`config.mk`:
```
export PLATFORM = sky130hd
export DESIGN_NAME = mem_port_arbiter
export DESIGN_NICKNAME = d
export VERILOG_FILES = /design/src/rtl/mem_port_arbiter.sv
export SDC_FILE = /design/constraint.sdc
export NUM_CORES = 1
export LEC_CHECK = 0
export BUFFER_PORTS_ARGS = -buffer_cell sky130_fd_sc_hd__buf_4
export CORE_AREA = 2 2 129 131
export CTS_BUF_LIST = sky130_fd_sc_hd__clkbuf_4 sky130_fd_sc_hd__clkbuf_8
export DETAILED_ROUTE_END_ITERATION = 8
export DIE_AREA = 0 0 131 133
export GPL_TIMING_DRIVEN = 0
export PLACE_DENSITY_LB_ADDON = 0.08
export SETUP_SLACK_MARGIN = 0.1
export SKIP_CTS_REPAIR_TIMING = 1
export SLEW_MARGIN = 20
export SYNTH_ARGS = -nofsm -noshare
export SYNTH_HDL_FRONTEND = slang
export SYNTH_SLANG_ARGS = --single-unit
```
`constraint.sdc`:
```
create_clock -name clk -period 2.28 [get_ports clk]
set_input_delay 0.342 -clock clk [delete_from_list [all_inputs] [get_ports clk]]
set_output_delay 0.342 -clock clk [all_outputs]
set_load 0.005 [all_outputs]
```
`src/rtl/mem_port_arbiter.sv`:
```
// Single-port memory arbiter: fetch vs. memory stage, multi-cycle access.
// Optional stall-cycle counters enabled by defining MEM_ARB_PERF_EN.
module mem_port_arbiter #(
    parameter int MEM_LAT = 2,
    parameter int ADDR_W  = 32,
    parameter int DATA_W  = 32
) (
    input  logic              clk,
    input  logic              rst_n,
    input  logic              Req_F,
    input  logic [ADDR_W-1:0] Addr_F,
    input  logic              Flush_F,
    input  logic              Req_M,
    input  logic              We_M,
    input  logic [ADDR_W-1:0] Addr_M,
    input  logic [DATA_W-1:0] WData_M,
    output logic              Mem_En,
    output logic              Mem_We,
    output logic [ADDR_W-1:0] Mem_Addr,
    output logic [DATA_W-1:0] Mem_WData,
    input  logic [DATA_W-1:0] Mem_RData,
    output logic [DATA_W-1:0] RData_F,
    output logic              Valid_F,
    output logic [DATA_W-1:0] RData_M,
    output logic              Valid_M,
    output logic              Stall_F,
    output logic              Stall_M,
    output logic [31:0]       Cnt_Stall_F,
    output logic [31:0]       Cnt_Stall_M
);

    localparam int CW = (MEM_LAT > 1) ? $clog2(MEM_LAT) : 1;
    localparam logic [CW-1:0] CNT_LAST = CW'(MEM_LAT - 1);

    typedef enum logic [1:0] {
        IDLE,
        BUSY_F,
        BUSY_M
    } state_e;

    state_e            state_q, state_d;
    logic [CW-1:0]     cnt_q, cnt_d;
    logic              kill_q, kill_d;
    logic              last_m_q, last_m_d;
    logic              en_q, en_d;
    logic              we_q, we_d;
    logic [ADDR_W-1:0] addr_q, addr_d;
    logic [DATA_W-1:0] wdata_q, wdata_d;
    logic [DATA_W-1:0] rdata_f_q, rdata_f_d;
    logic [DATA_W-1:0] rdata_m_q, rdata_m_d;
    logic              valid_f_q, valid_f_d;
    logic              valid_m_q, valid_m_d;

    logic done, killed, fin_f, fin_m;
    logic elig_f, elig_m, free, gnt_f, gnt_m;

    always_comb begin
        done   = (state_q != IDLE) && (cnt_q == CNT_LAST);
        killed = kill_q | Flush_F;
        fin_f  = done && (state_q == BUSY_F);
        fin_m  = done && (state_q == BUSY_M);
        // A killed fetch frees the port for the redirected fetch at once.
        elig_f = Req_F && !(fin_f && !killed) && !valid_f_q;
        elig_m = Req_M && !fin_m && !valid_m_q;
        free   = (state_q == IDLE) || done;
        gnt_m  = free && elig_m && !(elig_f && last_m_q);
        gnt_f  = free && elig_f && !gnt_m;
    end

    always_comb begin
        state_d   = state_q;
        cnt_d     = cnt_q;
        kill_d    = kill_q;
        last_m_d  = last_m_q;
        en_d      = en_q;
        we_d      = we_q;
        addr_d    = addr_q;
        wdata_d   = wdata_q;
        rdata_f_d = rdata_f_q;
        rdata_m_d = rdata_m_q;
        valid_f_d = 1'b0;
        valid_m_d = 1'b0;

        if (state_q == BUSY_F && Flush_F) begin
            kill_d = 1'b1;
        end

        if (state_q != IDLE && !done) begin
            cnt_d = cnt_q + CW'(1);
        end

        if (fin_f) begin
            kill_d = 1'b0;
            if (!killed) begin
                valid_f_d = 1'b1;
                rdata_f_d = Mem_RData;
            end
        end

        if (fin_m) begin
            valid_m_d = 1'b1;
            if (!we_q) begin
                rdata_m_d = Mem_RData;
            end
        end

        if (done) begin
            state_d = IDLE;
            en_d    = 1'b0;
            we_d    = 1'b0;
        end

        unique case (1'b1)
            gnt_m: begin
                state_d  = BUSY_M;
                cnt_d    = '0;
                en_d     = 1'b1;
                we_d     = We_M;
                addr_d   = Addr_M;
                wdata_d  = WData_M;
                last_m_d = 1'b1;
            end
            gnt_f: begin
                state_d  = BUSY_F;
                cnt_d    = '0;
                en_d     = 1'b1;
                we_d     = 1'b0;
                addr_d   = Addr_F;
                wdata_d  = '0;
                last_m_d = 1'b0;
            end
            default: ;
        endcase
    end

    always_ff @(posedge clk or negedge rst_n) begin
        if (!rst_n) begin
            state_q   <= IDLE;
            cnt_q     <= '0;
            kill_q    <= 1'b0;
            last_m_q  <= 1'b0;
            en_q      <= 1'b0;
            we_q      <= 1'b0;
            addr_q    <= '0;
            wdata_q   <= '0;
            rdata_f_q <= '0;
            rdata_m_q <= '0;
            valid_f_q <= 1'b0;
            valid_m_q <= 1'b0;
        end else begin
            state_q   <= state_d;
            cnt_q     <= cnt_d;
            kill_q    <= kill_d;
            last_m_q  <= last_m_d;
            en_q      <= en_d;
            we_q      <= we_d;
            addr_q    <= addr_d;
            wdata_q   <= wdata_d;
            rdata_f_q <= rdata_f_d;
            rdata_m_q <= rdata_m_d;
            valid_f_q <= valid_f_d;
            valid_m_q <= valid_m_d;
        end
    end

    assign Mem_En    = en_q;
    assign Mem_We    = we_q;
    assign Mem_Addr  = addr_q;
    assign Mem_WData = wdata_q;
    assign RData_F   = rdata_f_q;
    assign RData_M   = rdata_m_q;
    assign Valid_F   = valid_f_q;
    assign Valid_M   = valid_m_q;
    assign Stall_F   = Req_F & ~valid_f_q;
    assign Stall_M   = Req_M & ~valid_m_q;

`ifdef MEM_ARB_PERF_EN
    logic [31:0] cnt_sf_q, cnt_sm_q;

    always_ff @(posedge clk or negedge rst_n) begin
        if (!rst_n) begin
            cnt_sf_q <= '0;
            cnt_sm_q <= '0;
        end else begin
            if (Stall_F) cnt_sf_q <= cnt_sf_q + 32'd1;
            if (Stall_M) cnt_sm_q <= cnt_sm_q + 32'd1;
        end
    end

    assign Cnt_Stall_F = cnt_sf_q;
    assign Cnt_Stall_M = cnt_sm_q;
`else
    assign Cnt_Stall_F = 32'd0;
    assign Cnt_Stall_M = 32'd0;
`endif

endmodule

```
==> out/metrics.yaml, run 1 <==
coreArea_mm2: 0.0162
fin_crit_sh: 0.932
routed_via_density: 4.66
synth_top_cell_area_share: 0.553
p_per_area_mw_per_mm2: 1270
synth_cell_types: 28
hold_class: "primary input to flop"
fmax_ghz: 0.471
clockPowerShare: 0.162
path_cells: "and2b_1 -> o311ai_4 -> and2_1 -> buf_4 -> buf_2 -> a221o_1"
antenna_cells: 0
synth-seq-cells: 137
max_stage_delay_ns: 0.40
skew_ns: 0.0121
maxCapViolCount: 0
num-nets-final: 1014
setup_violations: 0
ff2ff_path_depth: 6
worst_skew_pair.late_latency_ns: 0.45
die_area_mm2: 0.0174
finalCriticalPeriod_ns: 2.13
crit_arrival_ns: 2.45
area_delta_synth_final_pct: 47.6
ys.flop_type: "dfrtp_1"
ir_drop_mv: 0.524
rows: 47
setup_tns_ns: 0
ys_seq_area_frac: 0.553
power_frac_comb: 0.461
grt_overflow: 0
required_ns: 2.60
yosys.area.top_type: "dfrtp_1"
cp_slowest_cell: "and2b_1"
cp_top_family: "simple AND/OR/NAND/NOR gates"
first_global_vias: 5289
status: "completed"
power_frac_seq: 0.376
place.detailed.hpwl_um: 13700
start_util: 0.383
p_int_mw: 7.56
grt_util_all_layers: 0.205
p_leak_nw: 4.71
maxSlewViolCount: 0
syn-cell-area_mm2: 0.00620
yosys-top-cells-area: "dfrtp_1 (55%), mux2_2 (11%), buf_4 (8.2%), a221o_1 (5.2%), a211oi_1 (3.9%)"
routabilityCongestion: 0.826
min_path_cells: 2
synthArstFlopShare: 1.00
clock-sinks: 137
wl_um: 18000
clock_path_buffers: 2
ant_nets: 0
wire_per_inst_um: 16.1
synth_commonest_cells: "dfrtp_1 (137), buf_4 (68), mux2_2 (58)"
crit_path_end_kind: "flop"
ys_warn_count: 0
cts-root-buf: "clkbuf_8"
drive_gt1_frac: 0.520
critical_path_class: "flop to flop"
io_buffers: 267
start_kind: "flop"
yosysMostFrequentCell: "dfrtp_1"
worst_pin_slew_ns: 0.539
ios: 332
grt_max_degree: 72
worstSetupPathDepth: 6
h-tree-depth: 4
worst-path-buf-inv: 2
switching_share: 0.349
hold_violations: 0
rsz0062_at_grt: "true"
synth_edf_count: 0
drc: 0
utilization: 0.566
drtIter0Drc: 182
antenna_found_initial: 0
dr.pass1.iters: 4
cts_tree: "built"
grt_pass1_wl_um: 27500
maxSlewHeadroom: 0.640
clkTransAtPathRegs_ns: 0.08
syn_area_per_cell_um2: 11.7
vias: 5185
reg2reg_slack_ns: 0.15
die_h_um: 133
switching_power_mw: 4.06
cts_made_buffers: 17
die_w_um: 131
netlist_instances: 529
crit_path_max_fanout: 10
worst paths after layout:
check | startpoint | to
max | Valid_F$_DFF_PN0_ | Mem_Addr[18]$_DFFE_PN0P_
min | Mem_RData[14] | RData_M[14]$_DFFE_PN0P_
max reg2reg | Valid_F$_DFF_PN0_ | Mem_Addr[18]$_DFFE_PN0P_
min reg2reg | RData_M[10]$_DFFE_PN0P_ | RData_M[10]$_DFFE_PN0P_
max in group asynchronous | rst_n | RData_M[28]$_DFFE_PN0P_
min in group asynchronous | rst_n | Mem_WData[12]$_DFFE_PN0P_
layout make-up:
| class | count | area [µm²] |
|---|---|---|
| Fill cell | 1461 | 7020 |
| Sequential cell | 137 | 3430 |
| Multi-Input combinational cell | 318 | 2200 |
| Timing Repair Buffer | 269 | 2050 |
| Buffer | 102 | 702 |
| Tap cell | 220 | 275 |
| Clock buffer | 20 | 269 |
| Inverter | 35 | 131 |
| Clock inverter | 12 | 101 |
per-layer routing:
layer / part of all wire / GRT usage
met1: 0.39 / 0.242
met2: 0.50 / 0.344
met4: 0.023 / 0.0774
met5: 0 / 0
met3: 0.087 / 0.0691
registers in the layout, indices dropped and copies added, names as in the netlist:
signal     cells
RData_M       32
Mem_We         1
state_q        2
RData_F       32
last_m_q       1
Mem_Addr      32
kill_q         1
Mem_En         1
cnt_q          1
Valid_F        1
Valid_M        1
Mem_WData     32
power groups by stage:
stage / clock (mW) / combinational [mW] / sequential [mW]
4_1_cts: 1.93 / 5.41 / 4.38
3_5_place_dp: 0 / 5.40 / 4.42
3_3_place_gp: 0 / 5.26 / 4.35
2_1_floorplan: 0 / 2.50 / 4.41
5_1_grt: 2.02 / 5.92 / 4.52
6_report: 1.88 / 5.36 / 4.37
stage by stage:
stage | setup slack, ns | hold slack (ns) | instances | power, mW | instance area (µm²)
floorplan | 0.483 | 0.0464 | 592 | 6.91 | 6440
global placement | 0.168 | 0.469 | 1079 | 9.61 | 8720
detailed placement | 0.128 | 0.335 | 1080 | 9.82 | 8750
CTS | 0.140 | -0.151 | 1112 | 11.7 | 9120
global route | 0.0841 | 0.0969 | 1113 | 12.5 | 9150
finish | 0.155 | 0.116 | 1113 | 11.6 | 9150
placed cells by master (no fill, tap or decap), drive strengths merged, types with 2 or more instances in the layout:
cell and instances:
conb 64, inv 35, clkinv 9, nor3 2
a221o 32, clkinvlp 2, buf 360, mux2 64
o311ai 2, clkbuf 30, a31oi 2, dfrtp 137
nand3 35, and2 2, nand2 34, nor2 2
nor2b 4, o21ai 35, a211oi 32
logic make-up (layout without fill, tap and decap cells):
kind of cell           after synthesis  in the layout  synth area share
muxes                               64             64             0.116
other                                1             64          0.000605
and+or+nand+nor                     84             84            0.0648
AOI/OAI and AO/OA                  106            106             0.133
buffers and inverters              137            438             0.132
DFF                                137            137             0.553
No activity file was read; power rests on OpenSTA's default activity.
==> run 2, diff against run 1 <==
BUFFER_PORTS_ARGS = unset   (was -buffer_cell sky130_fd_sc_hd__buf_4)
CORE_AREA = 2 2 127 129   (was 2 2 129 131)
DIE_AREA = 0 0 129 131   (was 0 0 131 133)
DONT_BUFFER_PORTS = 1   (was unset)
==> run 2 against run 1 <==
Against the previous run: the run now ends with hold timing left; non-clock buffer count down 265; clock skew fell by 0.0035 ns; setup slack better by 0.0076 ns; global-route usage decreased by 2.2 points; die area decreased by 3.0%; via count shrank 19%; critical path depth up 1; sequential power rose by 8.2%; final area decreased by 21%; clock power rose by 24%; critical path type unchanged; largest cell class unchanged; largest power group is now registers.
==> out/metrics.yaml, run 2 (synthesis gave the netlist of run 1 again) <==
rows: 46
power_frac_comb: 0.308
vias: 4174
grt_pass1_wl_um: 23500
hold_class: "primary input to asynchronous set/reset pin"
skew_ns: 0.00858
p_int_mw: 6.53
setup_tns_ns: 0
final_cell_mix: "dfrtp_1 (137), buf_4 (72), conb_1 (64)"
drc: 0
status: "complete, but fails checks"
rsz0062_at_grt: "true"
drtIter0Drc: 171
worst_skew_pair.late_latency_ns: 0.44
fin_crit_sh: 0.929
ant_nets: 0
ios: 332
num-nets-final: 749
hold_violations: 137
clkTransAtPathRegs_ns: 0.08
grt_max_degree: 138
h-tree-depth: 4
antenna_found_initial: 0
cts_made_buffers: 17
first_global_vias: 4258
required_ns: 2.60
cts_tree: "built"
drive_gt1_frac: 0.318
clockPowerShare: 0.229
highest_layer: "met4"
crit_top_cell: "buf_4"
wire_per_inst_um: 18.8
coreArea_mm2: 0.0156
rr_startpoint: "state_q[1]$_DFFE_PN0P_"
setup_violations: 0
layout_commonest_cell: "dfrtp_1"
die_w_um: 129
maxSlewViolCount: 0
reg2reg_slack_ns: 0.16
total_power_mw: 10.2
crit_path_max_fanout: 10
die_area_mm2: 0.0169
cp_slowest_cell: "dfrtp_1"
wl_met3_um: 1720
place.detailed.hpwl_um: 11700
power_frac_seq: 0.463
clock-sinks: 137
grt_util_all_layers: 0.183
wl_um: 15900
start_util: 0.398
maxCapViolCount: 0
max_stage_delay_ns: 0.44
whs_ns: -0.402
io_buffers: 0
routabilityCongestion: 0.757
die_h_um: 131
area_delta_synth_final_pct: 16.5
crit_arrival_ns: 2.44
routed_via_density: 4.95
clock_path_buffers: 2
wl_met1_um: 5900
ir_drop_mv: 0.531
fmax_ghz: 0.472
finalCriticalPeriod_ns: 2.12
crit_path_end_kind: "flop"
violations: "hold timing"
p_per_area_mw_per_mm2: 1410
path_cells: "nand3b_2 -> o311ai_4 -> buf_4 -> buf_4 -> buf_4 -> a211oi_1 -> a221o_1"
grt_overflow: 0
startpoint: "state_q[1]$_DFFE_PN0P_"
antenna_cells: 0
p_leak_nw: 3.44
switching_power_mw: 3.68
cts-root-buf: "clkbuf_8"
critical_path_class: "flop to flop"
switching_share: 0.361
start_kind: "flop"
dr.pass1.iters: 4
met2_wirelength_um: 8070
run 2: power by group through the flow:
stage / clock network, mW / registers, mW / logic (mW)
after floorplan: 0 / 4.41 / 2.50
after global placement: 0 / 4.80 / 2.97
after CTS: 2.39 / 4.78 / 3.09
after global routing: 2.51 / 4.91 / 3.53
after detailed placement: 0 / 4.82 / 3.09
final: 2.34 / 4.73 / 3.14
run 2: worst max-delay path: cells and delay by family (launching register included):
kind,cells,cell delay [ns]
AOI/OAI and AO/OA,3,0.71
DFF,1,0.44
buffers and inverters,3,0.54
and+or+nand+nor,1,0.31
run 2: metal layers:
metal | vias up | track usage
met5 | - | 0
met4 | 0 | 0.0582
met3 | 16 | 0.0843
met2 | 194 | 0.306
met1 | 2062 | 0.211
li1 | 1902 | -
run 2: path summary, 6_finish.rpt:
kind / end / cells after the start
min in group clk: RData_M[6]$_DFFE_PN0P_ / 1
setup reg to reg: Mem_Addr[18]$_DFFE_PN0P_ / 7
hold reg to reg: RData_M[6]$_DFFE_PN0P_ / 1
hold / removal: Mem_WData[1]$_DFFE_PN0P_ / 0
setup / recovery: Mem_Addr[18]$_DFFE_PN0P_ / 7
max in group asynchronous: Mem_WData[14]$_DFFE_PN0P_ / 0
run 2: metrics by stage:
stage / area (µm²) / setup WS, ns / hold slack (ns) / util / std cells
after floorplan: 6440 / 0.483 / 0.0464 / - / 592
after global placement: 6710 / 0.0832 / 0.0493 / 0.430 / 808
after global routing: 7220 / 0.0338 / -0.448 / 0.463 / 844
after CTS: 7180 / 0.0321 / -0.442 / 0.460 / 840
final: 7220 / 0.162 / -0.402 / 0.463 / 844
after detailed placement: 6710 / 0.0679 / 0.0490 / 0.430 / 808
run 2: layout make-up:
class / count / area, µm²
Fill cell: 1489 / 8380
Sequential cell: 137 / 3430
Multi-Input combinational cell: 318 / 2200
Buffer: 102 / 696
Tap cell: 216 / 270
Clock buffer: 18 / 248
Clock inverter: 14 / 221
Inverter: 35 / 131
Timing Repair Buffer: 4 / 30.0
